--- src/rtl/edge_detect_multi_pkg.sv ---
// Shared mode encoding for the multi-channel edge detector.
// Each channel selects which accepted edges drive its pulse output.
package edge_detect_pkg;

  typedef logic [1:0] mode_t;

  localparam mode_t MODE_OFF  = 2'b00;
  localparam mode_t MODE_RISE = 2'b01;
  localparam mode_t MODE_FALL = 2'b10;
  localparam mode_t MODE_BOTH = 2'b11;

  function automatic logic mode_hit(mode_t m, logic rise_ev, logic fall_ev);
    logic rise_en;
    logic fall_en;
    rise_en = (m == MODE_RISE) || (m == MODE_BOTH);
    fall_en = (m == MODE_FALL) || (m == MODE_BOTH);
    return (rise_ev && rise_en) || (fall_ev && fall_en);
  endfunction

endpackage

--- src/rtl/edge_detect_multi_if.sv ---
// Level inputs, controls and event outputs of the multi-channel edge detector.
// master drives inputs and observes events; slave is the detector itself.
interface edge_detect_multi_if #(
  parameter int CHANNELS = 4
);
  logic [CHANNELS-1:0]   data_in;
  logic [2*CHANNELS-1:0] mode;
  logic [CHANNELS-1:0]   flag_clr;
  logic [CHANNELS-1:0]   level_o;
  logic [CHANNELS-1:0]   rise;
  logic [CHANNELS-1:0]   fall;
  logic [CHANNELS-1:0]   pulse;
  logic [CHANNELS-1:0]   flag;
  logic                  irq;

  modport master (
    output data_in, mode, flag_clr,
    input  level_o, rise, fall, pulse, flag, irq
  );

  modport slave (
    input  data_in, mode, flag_clr,
    output level_o, rise, fall, pulse, flag, irq
  );
endinterface

--- src/rtl/edge_detect_multi_chan.sv ---
// One channel: optional synchroniser, debounce counter, accepted level and
// combinational rise/fall next-state that the top level registers.
module edge_chan #(
  parameter int SYNC_STAGES = 2,
  parameter int DEBOUNCE    = 4
) (
  input  logic clk,
  input  logic rst,
  input  logic din,
  output logic level,
  output logic rise_next,
  output logic fall_next
);
  localparam int CW = $clog2(DEBOUNCE + 1);
  localparam logic [CW-1:0] CNT_LAST = CW'(DEBOUNCE - 1);

  logic          sync_out;
  logic [CW-1:0] cnt;
  logic          differ;
  logic          accept;

  generate
    if (SYNC_STAGES == 0) begin : g_nosync
      assign sync_out = din;
    end else begin : g_sync
      logic [SYNC_STAGES-1:0] sync_p;

      // synchroniser chain, stage 0 samples the raw input
      always_ff @(posedge clk) begin
        if (rst) begin
          sync_p <= '0;
        end else begin
          sync_p[0] <= din;
          for (int k = 1; k < SYNC_STAGES; k++) begin
            sync_p[k] <= sync_p[k-1];
          end
        end
      end

      assign sync_out = sync_p[SYNC_STAGES-1];
    end
  endgenerate

  assign differ    = (sync_out != level);
  assign accept    = differ && (cnt == CNT_LAST);
  assign rise_next = accept && sync_out;
  assign fall_next = accept && !sync_out;

  // a return to the accepted level before the count completes drops the change
  always_ff @(posedge clk) begin
    if (rst) begin
      cnt   <= '0;
      level <= 1'b0;
    end else if (!differ) begin
      cnt <= '0;
    end else if (accept) begin
      level <= sync_out;
      cnt   <= '0;
    end else begin
      cnt <= cnt + CW'(1);
    end
  end

endmodule

--- src/rtl/edge_detect_multi.sv ---
// Multi-channel debounced edge detector: per-channel filters, registered
// rise/fall/mode-gated pulse outputs, sticky flags and a combined interrupt.
module edge_detect_multi
  import edge_detect_pkg::*;
#(
  parameter int CHANNELS    = 4,
  parameter int SYNC_STAGES = 2,
  parameter int DEBOUNCE    = 4
) (
  input logic               clk,
  input logic               rst,
  edge_detect_multi_if.slave bus
);
  logic [CHANNELS-1:0] level_w;
  logic [CHANNELS-1:0] rise_next;
  logic [CHANNELS-1:0] fall_next;
  logic [CHANNELS-1:0] pulse_next;
  logic [CHANNELS-1:0] flag_next;

  logic [CHANNELS-1:0] rise_q;
  logic [CHANNELS-1:0] fall_q;
  logic [CHANNELS-1:0] pulse_q;
  logic [CHANNELS-1:0] flag_q;
  logic                irq_q;

  for (genvar i = 0; i < CHANNELS; i++) begin : g_chan
    edge_chan #(
      .SYNC_STAGES(SYNC_STAGES),
      .DEBOUNCE   (DEBOUNCE)
    ) u_chan (
      .clk      (clk),
      .rst      (rst),
      .din      (bus.data_in[i]),
      .level    (level_w[i]),
      .rise_next(rise_next[i]),
      .fall_next(fall_next[i])
    );

    // mode is only looked at on the accept cycle, so changing it is harmless
    assign pulse_next[i] = mode_hit(mode_t'(bus.mode[2*i +: 2]), rise_next[i], fall_next[i]);
  end

  // a set on the same edge as a clear wins, so no event is lost
  assign flag_next = pulse_next | (flag_q & ~bus.flag_clr);

  always_ff @(posedge clk) begin
    if (rst) begin
      rise_q  <= '0;
      fall_q  <= '0;
      pulse_q <= '0;
      flag_q  <= '0;
      irq_q   <= 1'b0;
    end else begin
      rise_q  <= rise_next;
      fall_q  <= fall_next;
      pulse_q <= pulse_next;
      flag_q  <= flag_next;
      irq_q   <= |flag_next;
    end
  end

  assign bus.level_o = level_w;
  assign bus.rise    = rise_q;
  assign bus.fall    = fall_q;
  assign bus.pulse   = pulse_q;
  assign bus.flag    = flag_q;
  assign bus.irq     = irq_q;

endmodule

--- src/flat_wrapper.sv ---
// flat-port wrapper written by rule: the top's interface ports become plain ports
module edge_detect_multi_flat import edge_detect_pkg::*;
#(
  parameter int CHANNELS    = 4,
  parameter int SYNC_STAGES = 2,
  parameter int DEBOUNCE    = 4
)
  (clk, rst, bus_data_in, bus_mode, bus_flag_clr, bus_level_o, bus_rise, bus_fall, bus_pulse, bus_flag, bus_irq);
  edge_detect_multi_if #(.CHANNELS(CHANNELS)) bus_i ();
  input logic clk;
  input logic rst;
  input wire logic [$bits(bus_i.data_in)-1:0] bus_data_in;
  input wire logic [$bits(bus_i.mode)-1:0] bus_mode;
  input wire logic [$bits(bus_i.flag_clr)-1:0] bus_flag_clr;
  output wire logic [$bits(bus_i.level_o)-1:0] bus_level_o;
  output wire logic [$bits(bus_i.rise)-1:0] bus_rise;
  output wire logic [$bits(bus_i.fall)-1:0] bus_fall;
  output wire logic [$bits(bus_i.pulse)-1:0] bus_pulse;
  output wire logic [$bits(bus_i.flag)-1:0] bus_flag;
  output wire logic [$bits(bus_i.irq)-1:0] bus_irq;
  assign bus_i.data_in = bus_data_in;
  assign bus_i.mode = bus_mode;
  assign bus_i.flag_clr = bus_flag_clr;
  assign bus_level_o = bus_i.level_o;
  assign bus_rise = bus_i.rise;
  assign bus_fall = bus_i.fall;
  assign bus_pulse = bus_i.pulse;
  assign bus_flag = bus_i.flag;
  assign bus_irq = bus_i.irq;
  edge_detect_multi #(.CHANNELS(CHANNELS), .SYNC_STAGES(SYNC_STAGES), .DEBOUNCE(DEBOUNCE)) u_core (.clk(clk), .rst(rst), .bus(bus_i));
endmodule
--- config.mk ---
export PLATFORM = sky130hd
export DESIGN_NAME = edge_detect_multi_flat
export DESIGN_NICKNAME = d
export VERILOG_FILES = /design/src/rtl/edge_detect_multi_pkg.sv /design/src/rtl/edge_detect_multi_if.sv /design/src/rtl/edge_detect_multi_chan.sv /design/src/rtl/edge_detect_multi.sv /design/src/flat_wrapper.sv
export SDC_FILE = /design/constraint.sdc
export NUM_CORES = 1
export LEC_CHECK = 0
export ABC_AREA = 1
export BUFFER_PORTS_ARGS = -buffer_cell sky130_fd_sc_hd__buf_2
export CAP_MARGIN = 20
export CELL_PAD_IN_SITES_DETAIL_PLACEMENT = 0
export CELL_PAD_IN_SITES_GLOBAL_PLACEMENT = 1
export CORE_ASPECT_RATIO = 0.75
export CORE_MARGIN = 2
export CORE_UTILIZATION = 37
export CTS_CLUSTER_SIZE = 40
export DETAILED_ROUTE_END_ITERATION = 8
export GPL_ROUTABILITY_DRIVEN = 1
export PLACE_DENSITY_LB_ADDON = 0.1
export SLEW_MARGIN = 20
export SYNTH_ARGS = -nofsm -noshare
export SYNTH_HDL_FRONTEND = slang
export SYNTH_SLANG_ARGS = --single-unit
--- constraint.sdc ---
create_clock -name clk -period 1.3 [get_ports clk]
set_input_delay 0 -clock clk [delete_from_list [all_inputs] [get_ports clk]]
set_output_delay 0 -clock clk [all_outputs]
set_load 0.05 [all_outputs]
==> impl_metrics.env, run 1 <==
export IMPL_path_buf_inv=0
export IMPL_cellPowerDensity_nw_per_um2=1140
export IMPL_pre_cts_ws_ns=-0.002082
export IMPL_path_cells="ha_1 > ha_2 > nand4_1 > nand3_2 > nor2_2 > a21oi_1"
export IMPL_wl_met2_mm=1.272
export IMPL_critPathSlowestCell="dfxtp_1"
export IMPL_p_int_w=0.001691
export IMPL_cts_inserted_buffers=5
export IMPL_port_buffers=38
export IMPL_stdcell_count=266
export IMPL_hold_ws_ns=0.05460
export IMPL_drc_errors=0
export IMPL_p_switching_w=0.0004437
export IMPL_outcome="completed"
export IMPL_clk_path_buf_depth=2
export IMPL_dieArea_um2=4474
export IMPL_h_tree_depth=2
export IMPL_drive_gt1_share_pct=27.57
export IMPL_placement_rows=19
export IMPL_period_minus_slack_ns=1.221
export IMPL_n_antenna_cell=0
export IMPL_die_w_um=76.57
export IMPL_worst_clock_skew_ns=0.001846
export IMPL_path_class="register to register"
export IMPL_vdd_ir_drop_max_v=0.0004875
export IMPL_grt_overflow_total=0
export IMPL_via_count=1153
export IMPL_cpLargestDelayFamily="adder cells"
export IMPL_area_delta_synth_final_pct=28.17
export IMPL_cellLeakagePower_nw=0.9517
export IMPL_worstMarginPinSlew_ns=0.3559
export IMPL_nNetsFinal=239
export IMPL_finalWirelength_mm=2.798
export IMPL_arrival_ns=1.39
export IMPL_clock_latency_ns=0.28
export IMPL_fmax_mhz=819.2
export IMPL_start_util_pct=39.16
export IMPL_antenna_found_initial=0
export IMPL_slew_headroom_pct=76.24
export IMPL_clk_pin_slew_worst_paths_ns=0.07
export IMPL_io_pins=39
export IMPL_die_y_um=58.43
export IMPL_required_ns=1.47
export IMPL_synth_top_area_share_pct=56.16
export IMPL_start_kind="register"
export IMPL_hpwl_mm=1.992
export IMPL_drt_iter0_drc=35
export IMPL_cts_tree="yes"
export IMPL_grt_max_degree=23
export IMPL_synth_cells=169
export IMPL_syn_avg_cell_area_um2=8.647
export IMPL_reg2reg_slack_ns=0.08
export IMPL_wire_per_inst_um=10.52
export IMPL_yosysSeqAreaShare_pct=56.16
export IMPL_yosys_warnings=0
export IMPL_fin_total_pwr_w=0.002135
export IMPL_power_frac_clock_pct=36.2
export IMPL_gp_congestion=0.8131
export IMPL_min_period_over_period_pct=93.90
export IMPL_cts_sinks=41
export IMPL_viasPerCell=4.335
export IMPL_min_path_type="input pin to register"
export IMPL_top_layer="met4"
export IMPL_ant_nets=0
export IMPL_grt_pass1_vias=1108
export IMPL_syn_area_um2=1461
export IMPL_drv_cap=0
export IMPL_comb_power_share_pct=3.8
export IMPL_wl_met1_mm=1.271
export IMPL_setup_viol=0
export IMPL_critPathMaxFanout=4
export IMPL_wl_met3_um=212
export IMPL_grt_pass1_wl_mm=4.540
export IMPL_dp_cells=253
export IMPL_clockRootBuffer="clkbuf_8"
export IMPL_yosys_area_top_type="dfxtp_1"
export IMPL_fillers=371
export IMPL_p_seq_share_pct=59.9
export IMPL_p_sw_share_pct=20.78
export IMPL_endpoint_kind="register"
export IMPL_core_area_um2=3732
export IMPL_grtUsageTotal_pct=13.18
export IMPL_yosys_register_bits=41
export IMPL_synth_nets=195
export IMPL_slew_viol_final=0
export IMPL_setup_ws_ns=0.07936
export IMPL_synth_area_top_cells="dfxtp_1 56%, inv_1 8.7%, ha_1 6.8%"
export IMPL_synth_cell_type_count=16
export IMPL_firstDrtPassIters=4
export IMPL_max_stage_delay_ns=0.31
export IMPL_hold_violations=0
==> worst min-delay path: cells and delay by family <==
family | cells | cell delay (ns)
simple gates | 1 | 0.12
buf+inv | 1 | 0.10
compound gates | 1 | 0.07
==> flip-flops by register name, indices dropped and copies added (netlist names) <==
signal,count
u_core.g_chan.u_chan.level,4
u_core.bus.fall,4
u_core.bus.rise,4
u_core.g_chan.u_chan.g_sync.sync_p,8
u_core.g_chan.u_chan.cnt,12
u_core.bus.pulse,4
u_core.bus.irq,1
u_core.bus.flag,4
==> path summary, 6_finish.rpt <==
kind	depth (start not counted)	end	startpoint
min reg2reg	1	u_core.g_chan[2].u_chan.cnt[0]	u_core.g_chan[2].u_chan.cnt[0]
max	6	u_core.bus.irq	u_core.g_chan[0].u_chan.cnt[0]
min	3	u_core.bus.pulse[2]	bus_mode[4]
max reg2reg	6	u_core.bus.irq	u_core.g_chan[0].u_chan.cnt[0]
==> cell usage after synthesis <==
cell type and number:
a21oi_1 6, and3_1 3, buf_2 1, buf_4 4, clkbuf_1 2, dfxtp_1 41
ha_1 8, inv_1 34, nand2_1 16, nand3_1 11, nand4_1 9, nor2_1 26
nor3_1 3, nor4_1 1, o21ai_0 1, xor2_1 3
==> area by class of cell <==
type / instances / area (µm²) / share of cell area, %
Clock buffer: 8 / 80.08 / 4.275
Multi-Input combinational cell: 87 / 533.0 / 28.46
Sequential cell: 41 / 822.0 / 43.89
Inverter: 34 / 127.6 / 6.814
Timing Repair Buffer: 44 / 245.2 / 13.09
Tap cell: 52 / 65.06 / 3.474
==> per-layer routing <==
metal  track usage, %  vias to the layer above
met1            14.70                      507
met2            21.87                       33
li1                 -                      608
met4            6.494                        0
met5                0                        -
met3            5.982                        5
==> stage by stage <==
stage	util (%)	setup TNS (ns)	area (µm²)
5_1_grt	50.18	-0.01120	1873
4_1_cts	48.34	0	1804
3_5_place_dp	45.06	-0.002082	1682
3_3_place_gp	45.06	0	1682
2_1_floorplan	-	0	1461
6_report	50.18	0	1873
==> what timing repair did <==
action,CTS,global route
gates resized for setup,1,15
hold endpoints to repair,4,0
setup endpoints to repair,1,1
hold buffers,4,0
buffers inserted,0,1
pin swaps,2,13
==> power groups by stage <==
stage               Sequential, W  Combinational, W  Clock, W
floorplan                 0.00131         0.0000364         0
global placement          0.00131         0.0000716         0
detailed placement        0.00131         0.0000730         0
CTS                       0.00128         0.0000826  0.000809
global route              0.00128         0.0000935  0.000862
finish                    0.00128         0.0000816  0.000774
==> cell families after synthesis <==
family | after synthesis | synth area share (%)
DFF | 41 | 56.16
AOI/OAI and AO/OA | 7 | 2.397
buffers and inverters | 41 | 11.64
xor gates and xnor gates | 3 | 1.798
adders and majority gates | 8 | 6.850
and+or+nand+nor | 69 | 21.15
==> cells in the final DEF (no fill, tap or decap), drive strengths merged <==
cell         instances
nor2                26
dlygate4sd3          4
xor2                 3
buf                 40
a21oi                6
nand2               16
ha                   8
o21ai                1
nor3                 3
and3                 3
inv                 34
nor4                 1
nand4                9
nand3               11
dfxtp               41
clkbuf               8
(Power assumes the default switching activity.)
==> inputs of run 2 (changes only) <==
==> constraint.sdc (replaced) <==
create_clock -name clk -period 1.4 [get_ports clk]
set_input_delay 0 -clock clk [delete_from_list [all_inputs] [get_ports clk]]
set_output_delay 0 -clock clk [all_outputs]
set_load 0.05 [all_outputs]
==> run 2 against run 1 <==
Effect of this change: combinational power decreased by 7.6%; hold slack lost 0.032 ns; final cell count is 0.75% lower; clock power shrank 2%; die area stayed put; utilization decreased by 1.5 points; sequential share of layout area rose by 1.3 points; critical path depth is the same; largest power group unchanged; highest routed layer unchanged.
==> impl_metrics.env, run 2 (synthesized netlist as in run 1, its figures left out) <==
export IMPL_outcome="completed"
export IMPL_via_count=1138
export IMPL_antenna_found_initial=0
export IMPL_wire_per_inst_um=10.42
export IMPL_die_w_um=76.57
export IMPL_worstMarginPinSlew_ns=0.3581
export IMPL_viasPerCell=4.311
export IMPL_n_antenna_cell=0
export IMPL_drive_gt1_share_pct=22.64
export IMPL_fmax_mhz=771.5
export IMPL_final_cell_mix="41 x dfxtp_1, 38 x buf_2, 34 x inv_1"
export IMPL_firstDrtPassIters=4
export IMPL_period_minus_slack_ns=1.296
export IMPL_hold_depth=3
export IMPL_cts_tree="yes"
export IMPL_reg2reg_depth=6
export IMPL_gp_congestion=0.8149
export IMPL_path_class="register to register"
export IMPL_grt_pass1_wl_mm=4.533
export IMPL_rsz0062_at_grt="no"
export IMPL_fin_tns_setup_ns=0
export IMPL_grt_overflow_total=0
export IMPL_multi_input_area_um2=480.5
export IMPL_wl_met1_mm=1.320
export IMPL_drc_errors=0
export IMPL_die_y_um=58.43
export IMPL_grt_max_degree=23
export IMPL_area_delta_synth_final_pct=24.40
export IMPL_top_layer="met4"
export IMPL_slew_viol_final=0
export IMPL_required_ns=1.57
export IMPL_grtUsageTotal_pct=13.37
export IMPL_clock_latency_ns=0.29
export IMPL_wl_met2_mm=1.198
export IMPL_critPathMaxFanout=4
export IMPL_ant_nets=0
export IMPL_worst_clock_skew_ns=0.002995
export IMPL_vdd_ir_drop_max_v=0.0006283
export IMPL_clk_pin_slew_worst_paths_ns=0.07
export IMPL_port_buffers=38
export IMPL_cts_sinks=41
export IMPL_start_util_pct=39.16
export IMPL_slew_headroom_pct=76.10
export IMPL_placement_rows=19
export IMPL_fillers=392
export IMPL_hold_ws_ns=0.02273
export IMPL_largest_reg_flops=12
export IMPL_wl_met3_um=179
export IMPL_cellLeakagePower_nw=0.9381
export IMPL_fin_util_pct=48.71
export IMPL_cellPowerDensity_nw_per_um2=1114
export IMPL_arrival_ns=1.47
export IMPL_nNetsFinal=238
export IMPL_grt_pass1_vias=1102
export IMPL_io_pins=39
export IMPL_setup_viol=0
export IMPL_drt_iter0_drc=26
export IMPL_min_period_over_period_pct=92.59
export IMPL_clk_path_buf_depth=2
export IMPL_finalWirelength_mm=2.750
export IMPL_largest_register="u_core.g_chan.u_chan.cnt"
export IMPL_h_tree_depth=2
export IMPL_reg_top3="u_core.g_chan.u_chan.cnt (12), u_core.g_chan.u_chan.g_sync.sync_p (8)"
export IMPL_layout_commonest_cell="dfxtp_1"
export IMPL_endpoint_kind="register"
export IMPL_min_path_type="input pin to register"
export IMPL_drv_cap=0
export IMPL_post_cts_buffers=0
export IMPL_reg2reg_slack_ns=0.10
export IMPL_dieArea_um2=4474
export IMPL_hpwl_mm=2.052
export IMPL_start_kind="register"
export IMPL_seqCellArea_um2=820.8
export IMPL_fin_total_pwr_w=0.002025
export IMPL_hold_violations=0
export IMPL_cts_inserted_buffers=5
export IMPL_clockRootBuffer="clkbuf_8"
export IMPL_core_area_um2=3732
run 2: where the power goes:
| part | switching, W | internal [W] |
|---|---|---|
| Clock | 0.000370 | 0.000391 |
| Sequential | 0.00000791 | 0.00118 |
| Combinational | 0.0000394 | 0.0000361 |
| Total | 0.000418 | 0.00161 |
run 2: what timing repair did:
| action | 4_1_cts | 5_1_grt |
|---|---|---|
| setup endpoints to repair | 0 | 1 |
| endpoints found under the hold margin | 4 | 0 |
| resized for setup | 0 | 3 |
| hold buffers | 4 | 0 |
run 2: critical path, cell delays in order (launching register included):
cell	delay, ns
dfxtp_1	0.32
ha_1	0.19
ha_1	0.24
nand4_1	0.14
nand3_1	0.11
nor2_1	0.12
a21oi_1	0.07
run 2: layer usage:
layer / GRT usage (%) / vias up
met1: 14.48 / 498
li1: - / 606
met2: 22.25 / 30
met4: 8.571 / 0
met5: 0 / -
met3: 5.521 / 4
run 2: cell type report:
class	instances	share of cell area, %
multi-input combinational	87	26.43
tap	52	3.579
sequential	41	45.15
timing repair buffer	43	13.08
inverter	34	7.020
clock buffer	7	4.749
run 2: path summary, 6_finish.rpt:
check,startpoint,endpoint
worst max-delay path,u_core.g_chan[0].u_chan.cnt[0],u_core.bus.irq
worst min-delay path,bus_mode[0],u_core.bus.pulse[0]
worst max register to register,u_core.g_chan[0].u_chan.cnt[0],u_core.bus.irq
worst min register to register,u_core.g_chan[2].u_chan.g_sync.sync_p[0],u_core.g_chan[2].u_chan.g_sync.sync_p[1]
run 2: per-stage QoR:
stage / setup slack, ns / instances / cell area [µm²]
after floorplan: 0.2105 / 169 / 1461
after global placement: 0.1116 / 253 / 1682
after detailed placement: 0.09275 / 253 / 1682
after CTS: 0.07433 / 264 / 1808
after global routing: 0.005657 / 264 / 1818
final: 0.1037 / 264 / 1818
==> inputs of run 3 (changes only) <==
--- a/config.mk
+++ b/config.mk
@@ -10,7 +10,6 @@
 export CAP_MARGIN = 20
 export CELL_PAD_IN_SITES_DETAIL_PLACEMENT = 0
 export CELL_PAD_IN_SITES_GLOBAL_PLACEMENT = 1
-export CORE_ASPECT_RATIO = 0.75
 export CORE_MARGIN = 2
 export CORE_UTILIZATION = 37
 export CTS_CLUSTER_SIZE = 40
@@ -20,4 +19,5 @@
 export SLEW_MARGIN = 20
 export SYNTH_ARGS = -nofsm -noshare
 export SYNTH_HDL_FRONTEND = slang
+export SYNTH_HIERARCHICAL = 1
 export SYNTH_SLANG_ARGS = --single-unit
==> run 3 against run 2 <==
Effect of this change: the run now ends with hold timing left; sequential power barely moved; die area rose by 3.7%; largest power group unchanged; hold slack got worse by 0.023 ns; first-iteration DRC count rose by 77%; synthesized cell count rose by 11%; final cell count rose by 15%; via count rose by 14%; flip-flop and latch count did not move; count of clock-buffer cells in the layout rose by 1; wire length rose by 8.6%.
==> impl_metrics.env, run 3 <==
export IMPL_gp_congestion=0.7492
export IMPL_critPathSlowestCell="dfxtp_2"
export IMPL_yosys_area_top_type="dfxtp_1"
export IMPL_setup_viol=0
export IMPL_clk_pin_slew_worst_paths_ns=0.07
export IMPL_die_w_um=68.10
export IMPL_cts_sinks=41
export IMPL_dieArea_um2=4638
export IMPL_ant_nets=0
export IMPL_fin_util_pct=55.23
export IMPL_synth_edf_count=0
export IMPL_cellLeakagePower_nw=0.9803
export IMPL_die_y_um=68.10
export IMPL_placement_rows=23
export IMPL_synth_common_cells="49 x nor2_1, 41 x dfxtp_1, 36 x inv_1, 18 x nand2_1, 12 x nor3_1"
export IMPL_max_stage_delay_ns=0.34
export IMPL_start_kind="register"
export IMPL_grt_overflow_total=0
export IMPL_ys_dominant_reg_cell="dfxtp_1"
export IMPL_worstMarginPinSlew_ns=0.4912
export IMPL_synth_cells=187
export IMPL_post_dp_cell_area_um2=1807
export IMPL_clock_latency_ns=0.29
export IMPL_slew_headroom_pct=67.25
export IMPL_antenna_found_initial=0
export IMPL_arrival_ns=1.51
export IMPL_fillers=380
export IMPL_synth_area_top_cells="dfxtp_1 54%, nor2_1 12%, inv_1 8.9%"
export IMPL_n_antenna_cell=0
export IMPL_layout_commonest_cell="nor2_1"
export IMPL_drc_errors=0
export IMPL_synthMostInstantiatedCell="nor2_1"
export IMPL_grt_pass1_wl_mm=4.685
export IMPL_largest_register="u_core/g_chan.u_chan/cnt"
export IMPL_yosys_warnings=6
export IMPL_period_minus_slack_ns=1.343
export IMPL_syn_avg_cell_area_um2=8.129
export IMPL_stdcell_area_um2=2193
export IMPL_port_buffers=38
export IMPL_hpwl_mm=2.032
export IMPL_drive_gt1_share_pct=40.32
export IMPL_synth_cell_type_count=14
export IMPL_critPathMaxFanout=3
export IMPL_endpoint_kind="register"
export IMPL_nNetsFinal=278
export IMPL_firstDrtPassIters=4
export IMPL_reg_top3="u_core/g_chan.u_chan/cnt (12), u_core/g_chan.u_chan/g_sync.sync_p (8)"
export IMPL_yosys_register_bits=41
export IMPL_path_cells="ha_4 > ha_4 > inv_4 > nor3_2 > nand2_1 > nand2_1 > nor2_2 > nand2_1 > nor2_1 > nor2_1"
export IMPL_cts_tree="yes"
export IMPL_min_period_over_period_pct=95.93
export IMPL_slew_viol_final=0
export IMPL_required_ns=1.57
export IMPL_yosysSeqAreaShare_pct=53.99
export IMPL_drv_cap=0
export IMPL_io_pins=39
export IMPL_largest_reg_flops=12
export IMPL_grt_max_degree=28
export IMPL_clk_path_buf_depth=2
export IMPL_grtUsageTotal_pct=13.90
export IMPL_synth_nets=213
export IMPL_rsz0062_at_grt="yes"
export IMPL_async_flop_share_pct=0
export IMPL_core_area_um2=3971
export IMPL_min_path_type="input pin to register"
export IMPL_fin_total_pwr_w=0.002020
export IMPL_outcome="complete, but fails checks"
export IMPL_cts_inserted_buffers=5
export IMPL_final_cell_mix="49 x nor2_1, 38 x buf_2, 32 x inv_1"
export IMPL_wire_per_inst_um=9.858
export IMPL_finalWirelength_mm=2.987
export IMPL_vdd_ir_drop_max_v=0.0005444
export IMPL_clockRootBuffer="clkbuf_8"
export IMPL_fmax_mhz=744.6
export IMPL_syn_area_um2=1520
export IMPL_viasPerCell=4.281
export IMPL_hold_violations=1
export IMPL_area_delta_synth_final_pct=44.28
export IMPL_failed_checks="hold timing"
export IMPL_grt_pass1_vias=1214
export IMPL_crit_top_cell="nand2_1"
export IMPL_cellPowerDensity_nw_per_um2=920.7
export IMPL_h_tree_depth=2
export IMPL_via_count=1297
export IMPL_hold_ws_ns=-0.0007481
export IMPL_drt_iter0_drc=46
export IMPL_synth_top_area_share_pct=53.99
export IMPL_path_class="register to register"
export IMPL_worst_clock_skew_ns=0.003342
export IMPL_start_util_pct=38.28
==> run 3: cell types whose count changed after synthesis, sizes merged, moves of 2 or more <==
| cell | delta |
|---|---|
| inv | +6 |
| xor2 | -3 |
| buf | -3 |
| nor2 | +28 |
| nand4 | -9 |
| nor3 | +9 |
| nand3 | -7 |
| and3 | -3 |
| clkbuf | -2 |
| a21oi | -2 |
| nand2 | +6 |
==> run 3: area by class of cell <==
type                            instances  area [µm²]  share of cell area [%]
Tap cell                               50       62.56                   2.852
Timing Repair Buffer                   60       380.4                   17.34
Inverter                               40       157.7                   7.188
Sequential cell                        41       833.3                   37.99
Multi-Input combinational cell        104       679.4                   30.98
Clock buffer                            8       80.08                   3.651
==> run 3: routing by layer <==
metal	track usage, %	routed length, µm	vias up
met5	0	0	-
met4	9.000	53	0
met3	3.947	175	7
met2	24.27	1584	30
met1	14.48	1175	578
li1	-	-	682
==> run 3: repair_timing <==
item | in CTS | in global routing
hold buffers | 10 | 0
buffers inserted | 3 | 3
resized for setup | 15 | 24
endpoints found under the hold margin | 7 | 0
pin swaps | 12 | 18
endpoints found under the setup margin | 1 | 2
==> run 3: worst paths after layout <==
kind / start / to / slack [ns] / depth (start not counted)
worst max-delay path: u_core/g_chan[2].u_chan/cnt[0] / u_core/bus.irq / 0.06 / 10
worst min-delay path: bus_flag_clr[3] / u_core/bus.flag[3] / -0.0007 / 4
worst max register to register: u_core/g_chan[2].u_chan/cnt[0] / u_core/bus.irq / 0.06 / 10
worst min register to register: u_core/g_chan[1].u_chan/g_sync.sync_p[0] / u_core/g_chan[1].u_chan/g_sync.sync_p[1] / 0.40 / 2
==> run 3: report_power, final <==
| group | total, W | switching [W] | leakage (nW) | internal [W] |
|---|---|---|---|---|
| registers | 0.00119 | 0.0000113 | 0.337 | 0.00118 |
| clock network | 0.000733 | 0.000378 | 0.0395 | 0.000354 |
| logic | 0.0000952 | 0.0000441 | 0.604 | 0.0000511 |
==> run 3: worst max-delay path: cells and delay by family (launching register included) <==
family        cells  cell delay, ns
simple gates      7            0.51
flops             1            0.34
fa+ha+maj         2            0.32
buf+inv           1            0.06
==> run 3: kinds of logic (layout without fill, tap and decap cells) <==
logic type / count (synthesis) / after routing / synth area share [%]
AOI/OAI and AO/OA: 4 / 4 / 1.317
and+or+nand+nor: 92 / 92 / 27.16
DFF: 41 / 41 / 53.99
buffers and inverters: 42 / 108 / 10.95
adders and majority gates: 8 / 8 / 6.585
==> run 3: stage by stage <==
step	setup WS (ns)	TNS [ns]	hold WS [ns]	cells
after floorplan	0.06546	0	0.07118	187
after global placement	-0.04005	-0.04005	0.2027	279
after detailed placement	-0.06866	-0.06866	0.2129	279
after CTS	0.003077	0	0.01255	300
after global routing	-0.05123	-0.05123	0.01663	303
final	0.05694	0	-0.0007481	303
